==> config.mk <==
export PLATFORM = sky130hd
export DESIGN_NAME = dmem_arbiter
export DESIGN_NICKNAME = d
export VERILOG_FILES = /design/src/rtl/dmem_arbiter.sv
export SDC_FILE = /design/constraint.sdc
export NUM_CORES = 1
export LEC_CHECK = 0
export ABC_CLOCK_PERIOD_IN_PS = 3600
export CORE_AREA = 3 3 145 147
export DETAILED_ROUTE_END_ITERATION = 10
export DIE_AREA = 0 0 148 150
export DONT_BUFFER_PORTS = 1
export GPL_ROUTABILITY_DRIVEN = 0
export MAX_ROUTING_LAYER = met4
export PLACE_DENSITY = 0.54
export SYNTH_ARGS = -nofsm -noshare
export SYNTH_HDL_FRONTEND = slang
export SYNTH_SLANG_ARGS = --single-unit
==> constraint.sdc <==
create_clock -name clock -period 3.6 [get_ports clock]
set_input_delay 0.36 -clock clock [delete_from_list [all_inputs] [get_ports clock]]
set_output_delay 0.36 -clock clock [all_outputs]
set_load 0.1 [all_outputs]
==> src/rtl/dmem_arbiter.sv <==
// Two-port data-memory arbiter: one transaction at a time through IDLE/ACCESS/RESPOND.
// Define DMEM_ARB_ROUND_ROBIN_EN for round-robin tie-breaking; otherwise port 0 wins ties.
module dmem_arbiter #(
   parameter int unsigned ACCESS_LAT = 1
) (
   input  logic        clock,
   input  logic        reset,
   input  logic [3:0]  p0_read,
   input  logic [2:0]  p0_write,
   input  logic [31:0] p0_address,
   input  logic [31:0] p0_writedata,
   output logic [31:0] p0_readdata,
   output logic        p0_busywait,
   input  logic [3:0]  p1_read,
   input  logic [2:0]  p1_write,
   input  logic [31:0] p1_address,
   input  logic [31:0] p1_writedata,
   output logic [31:0] p1_readdata,
   output logic        p1_busywait,
   output logic [3:0]  mem_read,
   output logic [2:0]  mem_write,
   output logic [31:0] mem_address,
   output logic [31:0] mem_writedata,
   input  logic [31:0] mem_readdata,
   input  logic        mem_busywait
);

   typedef enum logic [1:0] {StIdle, StAccess, StRespond} state_e;

   localparam logic [3:0] CntLast = 4'(ACCESS_LAT - 1);

   state_e      state_q, state_d;
   logic        grant_q, grant_d;
   logic [3:0]  cnt_q, cnt_d;
   logic [3:0]  mem_read_d;
   logic [2:0]  mem_write_d;
   logic [31:0] mem_address_d, mem_writedata_d;
   logic [31:0] p0_readdata_d, p1_readdata_d;
   logic        valid0, valid1, winner;

   // A request is valid only when exactly one of read/write is raised.
   assign valid0 = p0_read[3] ^ p0_write[2];
   assign valid1 = p1_read[3] ^ p1_write[2];

`ifdef DMEM_ARB_ROUND_ROBIN_EN
   logic last_q, last_d;
   assign winner = (valid0 && valid1) ? ~last_q : valid1;
`else
   assign winner = ~valid0;
`endif

   assign p0_busywait = ~reset & valid0 & ~(state_q == StRespond && grant_q == 1'b0);
   assign p1_busywait = ~reset & valid1 & ~(state_q == StRespond && grant_q == 1'b1);

   always_comb begin
      state_d         = state_q;
      grant_d         = grant_q;
      cnt_d           = cnt_q;
      mem_read_d      = mem_read;
      mem_write_d     = mem_write;
      mem_address_d   = mem_address;
      mem_writedata_d = mem_writedata;
      p0_readdata_d   = p0_readdata;
      p1_readdata_d   = p1_readdata;
`ifdef DMEM_ARB_ROUND_ROBIN_EN
      last_d          = last_q;
`endif
      unique case (state_q)
         StIdle: begin
            if (valid0 || valid1) begin
               state_d = StAccess;
               grant_d = winner;
               cnt_d   = 4'd0;
               if (winner) begin
                  mem_read_d      = p1_read;
                  mem_write_d     = p1_write;
                  mem_address_d   = p1_address;
                  mem_writedata_d = p1_writedata;
               end else begin
                  mem_read_d      = p0_read;
                  mem_write_d     = p0_write;
                  mem_address_d   = p0_address;
                  mem_writedata_d = p0_writedata;
               end
            end
         end
         StAccess: begin
            if (!mem_busywait) begin
               if (cnt_q == CntLast) begin
                  state_d     = StRespond;
                  mem_read_d  = 4'd0;
                  mem_write_d = 3'd0;
                  if (mem_read[3]) begin
                     if (grant_q) p1_readdata_d = mem_readdata;
                     else         p0_readdata_d = mem_readdata;
                  end
`ifdef DMEM_ARB_ROUND_ROBIN_EN
                  last_d = grant_q;
`endif
               end else begin
                  cnt_d = cnt_q + 4'd1;
               end
            end
         end
         StRespond: state_d = StIdle;
         default:   state_d = StIdle;
      endcase
   end

   always_ff @(posedge clock) begin
      if (reset) begin
         state_q       <= StIdle;
         grant_q       <= 1'b1;
         cnt_q         <= 4'd0;
         mem_read      <= 4'd0;
         mem_write     <= 3'd0;
         mem_address   <= 32'd0;
         mem_writedata <= 32'd0;
         p0_readdata   <= 32'd0;
         p1_readdata   <= 32'd0;
`ifdef DMEM_ARB_ROUND_ROBIN_EN
         last_q        <= 1'b1;
`endif
      end else begin
         state_q       <= state_d;
         grant_q       <= grant_d;
         cnt_q         <= cnt_d;
         mem_read      <= mem_read_d;
         mem_write     <= mem_write_d;
         mem_address   <= mem_address_d;
         mem_writedata <= mem_writedata_d;
         p0_readdata   <= p0_readdata_d;
         p1_readdata   <= p1_readdata_d;
`ifdef DMEM_ARB_ROUND_ROBIN_EN
         last_q        <= last_d;
`endif
      end
   end

endmodule

-- Yosys cells after proc, flatten, opt, wreduce, memory -nomap -nowiden
Cells that the tools add are included.
- add/subtract/negate cells: 1
- equality and inequality tests: 6
- multiplexer cells: 20
- bitwise operators: 12
- reductions and logical operators: 12
- operator list (kind ; number):
    $mux W32 ; 2
    $mux W4 ; 7
    $pmux W4 S2 ; 2
    $mux W3 ; 4
    $reduce_and A5 Y1 ; 2
    $ne A2 B2 Y1 const B ; 4
    $reduce_and A4 Y1 ; 2
    $mux W2 ; 3
    $not A1 Y1 ; 6
    $pmux W3 S2 ; 1
    $add A4 B1 Y4 const B ; 1
    $and A1 B1 Y1 ; 4
    $logic_not A4 Y1 ; 1
    $pmux W2 S2 ; 1
    $reduce_and A3 Y1 ; 1
    $eq A2 B1 Y1 const B ; 1
    $eq A2 B2 Y1 const B ; 1
    $logic_and A1 B1 Y1 ; 2
    $logic_not A2 Y1 ; 1
    $reduce_and A2 Y1 ; 1
    $reduce_bool A2 Y1 ; 1
    $xor A1 B1 Y1 ; 2
    $logic_or A1 B1 Y1 ; 1
- register bits: 142
- bits of input ports: 177
- word-level logic and storage cells: 60

-- Logic depth before layout (Yosys ltp)
Gate-level depths: netlist (run 1).
- word-level depth: 4
- gate-level depth with buffers: 9
- gate-level depth less buffers: 6

-- Least setup slack after synthesis (run 1)
Ideal clock, no wire load.
- path type: reg2reg
- start point: register mem_read[3]
- end point: register p0_readdata[19]
- library setup time: 142 ps
- data arrival time: 2125 ps
- setup slack: 1333 ps
- cell stages (with the launch flop): 7
- buffers on the path: 2
- period minus slack after synthesis: 2267 ps
- cells stage by stage: dfxtp_1 > inv_1 > or4_4 > buf_6 > buf_8 > nand2_2 > a21oi_2
- cells in the longest elaborated chain, start to end: 1
- ends and longest elaborated chain (item ; RTL line ; text):
    from (decl) ; 20 ; output logic [3:0] mem_read,
    from (signal assigned) ; 128 ; mem_read <= mem_read_d;
    $reduce_and A5 Y1 (no source line) ; n/a ;
    to (signal assigned) ; 132 ; p0_readdata <= p0_readdata_d;
    to (decl) ; 12 ; output logic [31:0] p0_readdata,
No other way between the ends.
A chain may end at the register's enable or synchronous reset.

-- Final worst setup path (run 1)
- start point: register state_q[0]
- end point: output port p1_busywait
- cells in the longest elaborated chain, start to end: 4
- ends and longest elaborated chain (item ; RTL line ; text):
    from (decl) ; 32 ; state_e state_q, state_d;
    from (signal assigned) ; 112 ; state_q <= StIdle;
    from (signal assigned) ; 125 ; state_q <= state_d;
    $eq A2 B2 Y1 ; 53 ; assign p1_busywait = ~reset & valid1 & ~(state_q == StRespond && grant_q == 1'b1);
    $logic_and A1 B1 Y1 ; 53 ;
    $not A1 Y1 ; 53 ;
    $and A1 B1 Y1 ; 53 ;
    to (decl) ; 19 ; output logic p1_busywait,
No other way between the ends.

==> run metrics, run 1 <==
drc violations 0; CP Cell Sequence inv_1, a31oi_1, and2_1; worst path arrival time 1990 ps; CTS tree built; Setup Buffers After CTS 0; Top-Level Pins 314; Root Buffer clkbuf_16; HPWL Detailed 12400 um; row cnt 52; first-pass GRT wire length 25500 um; number of max-cap violations 0; Hold Slack 25.9 ps; setup TNS 0 ps; Placed Instances 882; initial core utilization 29.6%; Metal-1 WL 6850 um; Worst Hold Class primary input to flip-flop; first drt pass iteration count 4; Area after DPL 6100 um^2; share of cells above drive strength 1 14.2%; DR top layer met4; CTS Buf Count 17; total power 4.82 mW; via count 4523; Critical R2R Capture p0_readdata[10]; commonest non-fill, non-tap cell in the layout dfxtp_1; die height 150 um; Via density 4.92; CP delay by family, top simple AND/OR/NAND/NOR gates; CP max stage cell and2_1; syn nets 839; FF-to-FF setup slack 1310 ps; type of origin of the critical path flip-flop; flops & latches, synth 142; post-synthesis sequential area ratio 47.9%; commonest non-fill, non-tap cells in the layout dfxtp_1 (142), nand2_1 (113), nor2_1 (69), mux2i_1 (69), a211oi_1 (64); Critical path origin state_q[0]; fin. max-slew vios 0; Yosys cell types 41; PortBufs 0; Lkg Pwr 2.41 nW; Worst setup EP type output pin; Reg clk slew, reported paths 70 ps; Crit Reg-Reg Startpoint cnt_q[0]; headroom to the max-slew limit 30.7%; die area 22200 um^2; pre-CTS setup slack 1330 ps; area grow syn2layout 13.5%; met3 WL 2140 um; Stages on worst setup path 3; crit path to p1_busywait; actual slew at the worst max-slew pin 1040 ps; CTS Sinks 142; initial antenna violation count 1; number of global-route vias before repair 4362; Tmin final 2350 ps; Detailed Route Iter0 Violations 101; Ys Warns 0; R2R depth 6; end-of-flow core utilization 33.6%; final hold violation count 0; Syn Inst Count 660; Max Clock Freq 425 MHz; pwr dens 715 nW/um^2; Post-Layout Cell Count 919; total congestion overflow 0; final setup margin 1250 ps; Critical path buffers and inverters 1; largest net degree at the start of global routing 139; RSZ-0062 raised after global routing false; WP data required 3240 ps; peak supply drop 0.289 mV; # setup viols final 0; clk buf depth 2; period utilization 65.3%; critical path type flip-flop to output pin; Critical Path Fanout Max 9; Die X-Extent 148 um; syn_area_per_cell 8.99 um^2; overall routing resource usage 15.4%; Final Instance Area 6740 um^2; final WL 17700 um; Crit path largest cell delay 810 ps; outcome finished, final reports clean; post-route ant nets 0; clk_skew 13.5 ps; Nets 814; metal2 WL 8440 um; clk_lat worst skew 410 ps; synthesized cell area 5940 um^2; Core ar. 20000 um^2; # H-tree levels 4; WL/cell 19.2 um
[where the power goes]
part           leakage [nW]  switching [mW]  total [mW]  internal [mW]
logic                 0.967           0.260       0.436          0.176
clock network         0.286           0.715        1.74           1.03
registers              1.16           0.945        2.64           1.69
total                  2.41            1.92        4.82           2.89
[timing repair]
action / 4_1_cts / 5_1_grt
gates resized for setup: 0 / 0
hold buffers: 4 / 0
hold endpoints to repair: 5 / 0
[registers in the layout, summed over array words and instances (netlist names)]
register / cells
grant_q: 1
mem_read: 4
cnt_q: 4
mem_address: 32
p1_readdata: 32
mem_write: 3
state_q: 2
p0_readdata: 32
mem_writedata: 32
[cell families after synthesis]
| family | after synthesis | share of synthesized area, % |
|---|---|---|
| muxes | 69 | 11.6 |
| xor gates and xnor gates | 2 | 0.295 |
| buffers and inverters | 65 | 5.33 |
| adders and majority gates | 3 | 0.590 |
| AOI/OAI and AO/OA | 153 | 17.7 |
| and+or+nand+nor | 226 | 16.5 |
| DFF | 142 | 47.9 |
[layer usage]
metal / track usage, % / vias to the layer above
li1: - / 2245
met1: 16.8 / 2054
met2: 25.0 / 213
met3: 7.63 / 11
met4: 4.67 / 0
met5: - / -
[cell usage after synthesis, drive strengths merged]
| master | count | area share, % |
|---|---|---|
| dfxtp | 142 | 48 |
| nand2 | 133 | 9.3 |
| a21oi | 70 | 7.2 |
| mux2i | 69 | 12 |
| nor2 | 69 | 4.4 |
| a211oi | 64 | 8.1 |
| buf | 32 | 3.2 |
| clkbuf | 25 | 1.6 |
| inv | 8 | 0.51 |
| a31o | 6 | 0.89 |
| nor4 | 6 | 0.89 |
| nand3 | 5 | 0.42 |
| o21ai | 4 | 0.34 |
| nor3 | 3 | 0.34 |
| a31oi | 2 | 0.21 |
| and2 | 2 | 0.21 |
| ha | 2 | 0.42 |
| or3 | 2 | 0.21 |
| or3b | 2 | 0.30 |
| xor2 | 2 | 0.30 |
| a2111oi | 1 | 0.15 |
| a311oi | 1 | 0.15 |
| a41oi | 1 | 0.15 |
| maj3 | 1 | 0.17 |
| nor2b | 1 | 0.11 |
| nor3b | 1 | 0.13 |
| nor4b | 1 | 0.15 |
| o21a | 1 | 0.13 |
| o311a | 1 | 0.17 |
| o31ai | 1 | 0.13 |
| o41ai | 1 | 0.15 |
| or4 | 1 | 0.19 |
[worst min-delay path by stage]
stage / start / end / slack [ps] / cells after the start
after floorplan: cnt_q[0] / cnt_q[0] / 470 / 2
after global placement: reset / mem_writedata[31] / 450 / 1
after detailed placement: reset / mem_writedata[4] / 450 / 1
after CTS: reset / mem_writedata[31] / 0.6 / 1
after global routing: reset / mem_writedata[6] / 1 / 1
final: reset / mem_writedata[16] / 30 / 1
[cell type report]
class	instances	area, um^2
diodes	1	2.50
clock buffers	20	467
clock inverters	12	126
fillers	2109	13300
inverters	8	30.0
multi-input cells	453	2810
flip-flops and latches	142	2840
well taps	270	338
repair buffers	13	120
(Power assumes the default switching activity.)
==> inputs of run 2 (changes only) <==
ABC_CLOCK_PERIOD_IN_PS = 2370   (was 3600)
clock period = 2.37 ns   (was 3.6 ns; I/O delays follow)
==> run 2 against run 1 <==
Sequential power about the same. Power increased by 66%. Non-clock buffer count increased by 207. Via count increased by 17%. Global-route usage increased by 1.8 points. Die area unchanged. Critical path depth increased by 5. First-iteration DRC count increased by 54%. Largest power group is now the clock network.
==> run metrics, run 2 (synthesis gave the netlist of run 1 again) <==
clk_lat worst skew 420 ps (was 410 ps); first-pass GRT wire length 29000 um (was 25500 um); overall routing resource usage 17.2% (was 15.4%); area grow syn2layout 44.2% (was 13.5%); via count 5293 (was 4523); Critical Path Fanout Max 6 (was 9); final WL 19100 um (was 17700 um); die area 22200 um^2 (unchanged); outcome finished, final reports clean (unchanged); hold depth 2 (was 1); CTS tree built (unchanged); pwr dens 936 nW/um^2 (was 715 nW/um^2); row cnt 52 (unchanged); clk_skew 7.83 ps (was 13.5 ps); Tmin final 2240 ps; number of max-cap violations 0 (unchanged); final setup margin 128 ps (was 1250 ps); Die X-Extent 148 um (unchanged); PortBufs 0 (unchanged); Root Buffer clkbuf_16 (unchanged); FF-to-FF setup slack 130 ps (was 1310 ps); setup TNS 0 ps (unchanged); Filler cells 2043 (was 2109); Max Clock Freq 446 MHz; R2R depth 8 (was 6); worst path arrival time 2600 ps (was 1990 ps); Hold Path End p0_readdata[7] (was mem_writedata[16]); die height 150 um (unchanged); WL/cell 16.9 um (was 19.2 um); Worst setup EP type flip-flop (was output pin); first drt pass iteration count 4 (unchanged); # H-tree levels 4 (unchanged); pre-CTS setup slack 251 ps (was 1330 ps); period utilization 94.6%; Placed Instances 1019 (was 882); Top-Level Pins 314 (unchanged); WP data required 2730 ps (was 3240 ps); end-of-flow core utilization 42.7% (was 33.6%); commonest non-fill, non-tap cells in the layout dfxtp_1 (142), buf_4 (142), nand2_1 (113), dlygate4sd3_1 (72) (was dfxtp_1 (142), nand2_1 (113), nor2_1 (69), mux2i_1 (69), a211oi_1 (64)); Crit Reg-Reg Startpoint cnt_q[0] (unchanged); Critical R2R Capture cnt_q[1] (was p0_readdata[10]); actual slew at the worst max-slew pin 792 ps (was 1040 ps); largest net degree at the start of global routing 96 (was 139); Post-Layout Cell Count 1127 (was 919); CTS Sinks 142 (unchanged); type of origin of the critical path flip-flop (unchanged); Hold Slack 23.5 ps (was 25.9 ps); RSZ-0062 raised after global routing false (unchanged); final hold violation count 0 (unchanged); clk buf depth 2 (unchanged); # setup viols final 0 (unchanged); Reg clk slew, reported paths 60 ps (was 70 ps); peak supply drop 0.481 mV (was 0.289 mV); share of cells above drive strength 1 26.8% (was 14.2%); post-route ant nets 0 (unchanged); fin. max-slew vios 0 (unchanged); Lkg Pwr 3.53 nW (was 2.41 nW); Detailed Route Iter0 Violations 156 (was 101); critical path type flip-flop to flip-flop (was flip-flop to output pin); headroom to the max-slew limit 46.9% (was 30.7%); Via density 4.70 (was 4.92); Nets 1021 (was 814); initial antenna violation count 2 (was 1); drc violations 0 (unchanged); initial core utilization 29.6% (unchanged); Core ar. 20000 um^2 (unchanged); hold_sp mem_readdata[7] (was reset); CTS Buf Count 17 (unchanged); total congestion overflow 0 (unchanged); number of global-route vias before repair 5276 (was 4362); Worst Hold Class primary input to flip-flop (unchanged); HPWL Detailed 12800 um (was 12400 um)
run 2: cell types whose count changed in the layout (fill, tap and decap cells not counted), sizes merged:
cell         change
buf            +139
diode            +1
dlygate4sd3     +68
bufinv           +3
clkinv           +1
clkbuf           -1
inv              -3
run 2: metrics by stage:
step	power [mW]	cell area [um^2]
4_1_cts	8.10	8550
2_1_floorplan	4.61	5940
3_5_place_dp	5.01	7180
6_report	8.01	8560
3_3_place_gp	4.99	7180
5_1_grt	8.35	8560
run 2: area by class of cell:
class                      instances  area, um^2  area share [%]
tap                              270         338            3.95
inverter                           8        30.0           0.351
multi-input combinational        453        2810            32.8
sequential                       142        2840            33.2
timing repair buffer             220        1910            22.4
clock buffer                      19         433            5.06
antenna                            2        5.00          0.0585
clock inverter                    13         189            2.21
run 2: worst max-delay path, cell delays in order, from the launching register on:
cell and delay, ps:
dfxtp_1 350, inv_1 90, ha_1 150, or3b_1 420
buf_4 200, nand3_1 160, nand3_1 100, a21oi_1 170
dlygate4sd3_1 550
run 2: repair_timing:
item / CTS / global route
buffers inserted: 0 / 1
gates resized for setup: 0 / 0
hold buffers: 73 / 0
setup endpoints to repair: 0 / 6
hold endpoints to repair: 135 / 0
run 2: worst max path at each step:
stage,from,cells past startpoint,to,slack (ps)
after CTS,cnt_q[0],8,cnt_q[1],160
after global placement,cnt_q[0],6,p0_readdata[29],260
after floorplan,mem_read[3],6,p0_readdata[19],100
final,cnt_q[0],8,cnt_q[1],130
after global routing,cnt_q[0],8,cnt_q[1],0.7
after detailed placement,cnt_q[0],6,p0_readdata[9],250
run 2: power by group:
part / internal [mW] / switching, mW / leakage [nW] / total, mW
sequential: 2.57 / 0.0631 / 1.16 / 2.64
combinational: 0.651 / 1.88 / 2.07 / 2.53
clock: 1.77 / 1.07 / 0.298 / 2.84
total: 4.99 / 3.02 / 3.53 / 8.01
run 2: metal layers:
layer | vias to the layer above | wire length (um) | global-route usage [%]
met1 | 2385 | 7470 | 19.3
met5 | - | 0 | -
li1 | 2662 | - | -
met3 | 24 | 1830 | 6.03
met4 | 0 | 480 | 6.70
met2 | 222 | 9270 | 28.3
==> inputs of run 3 (changes only) <==
CAP_MARGIN = 30   (was not set)
==> results of run 3 <==
Same layout as run 2: the final DEF is identical, and so are final timing and power.
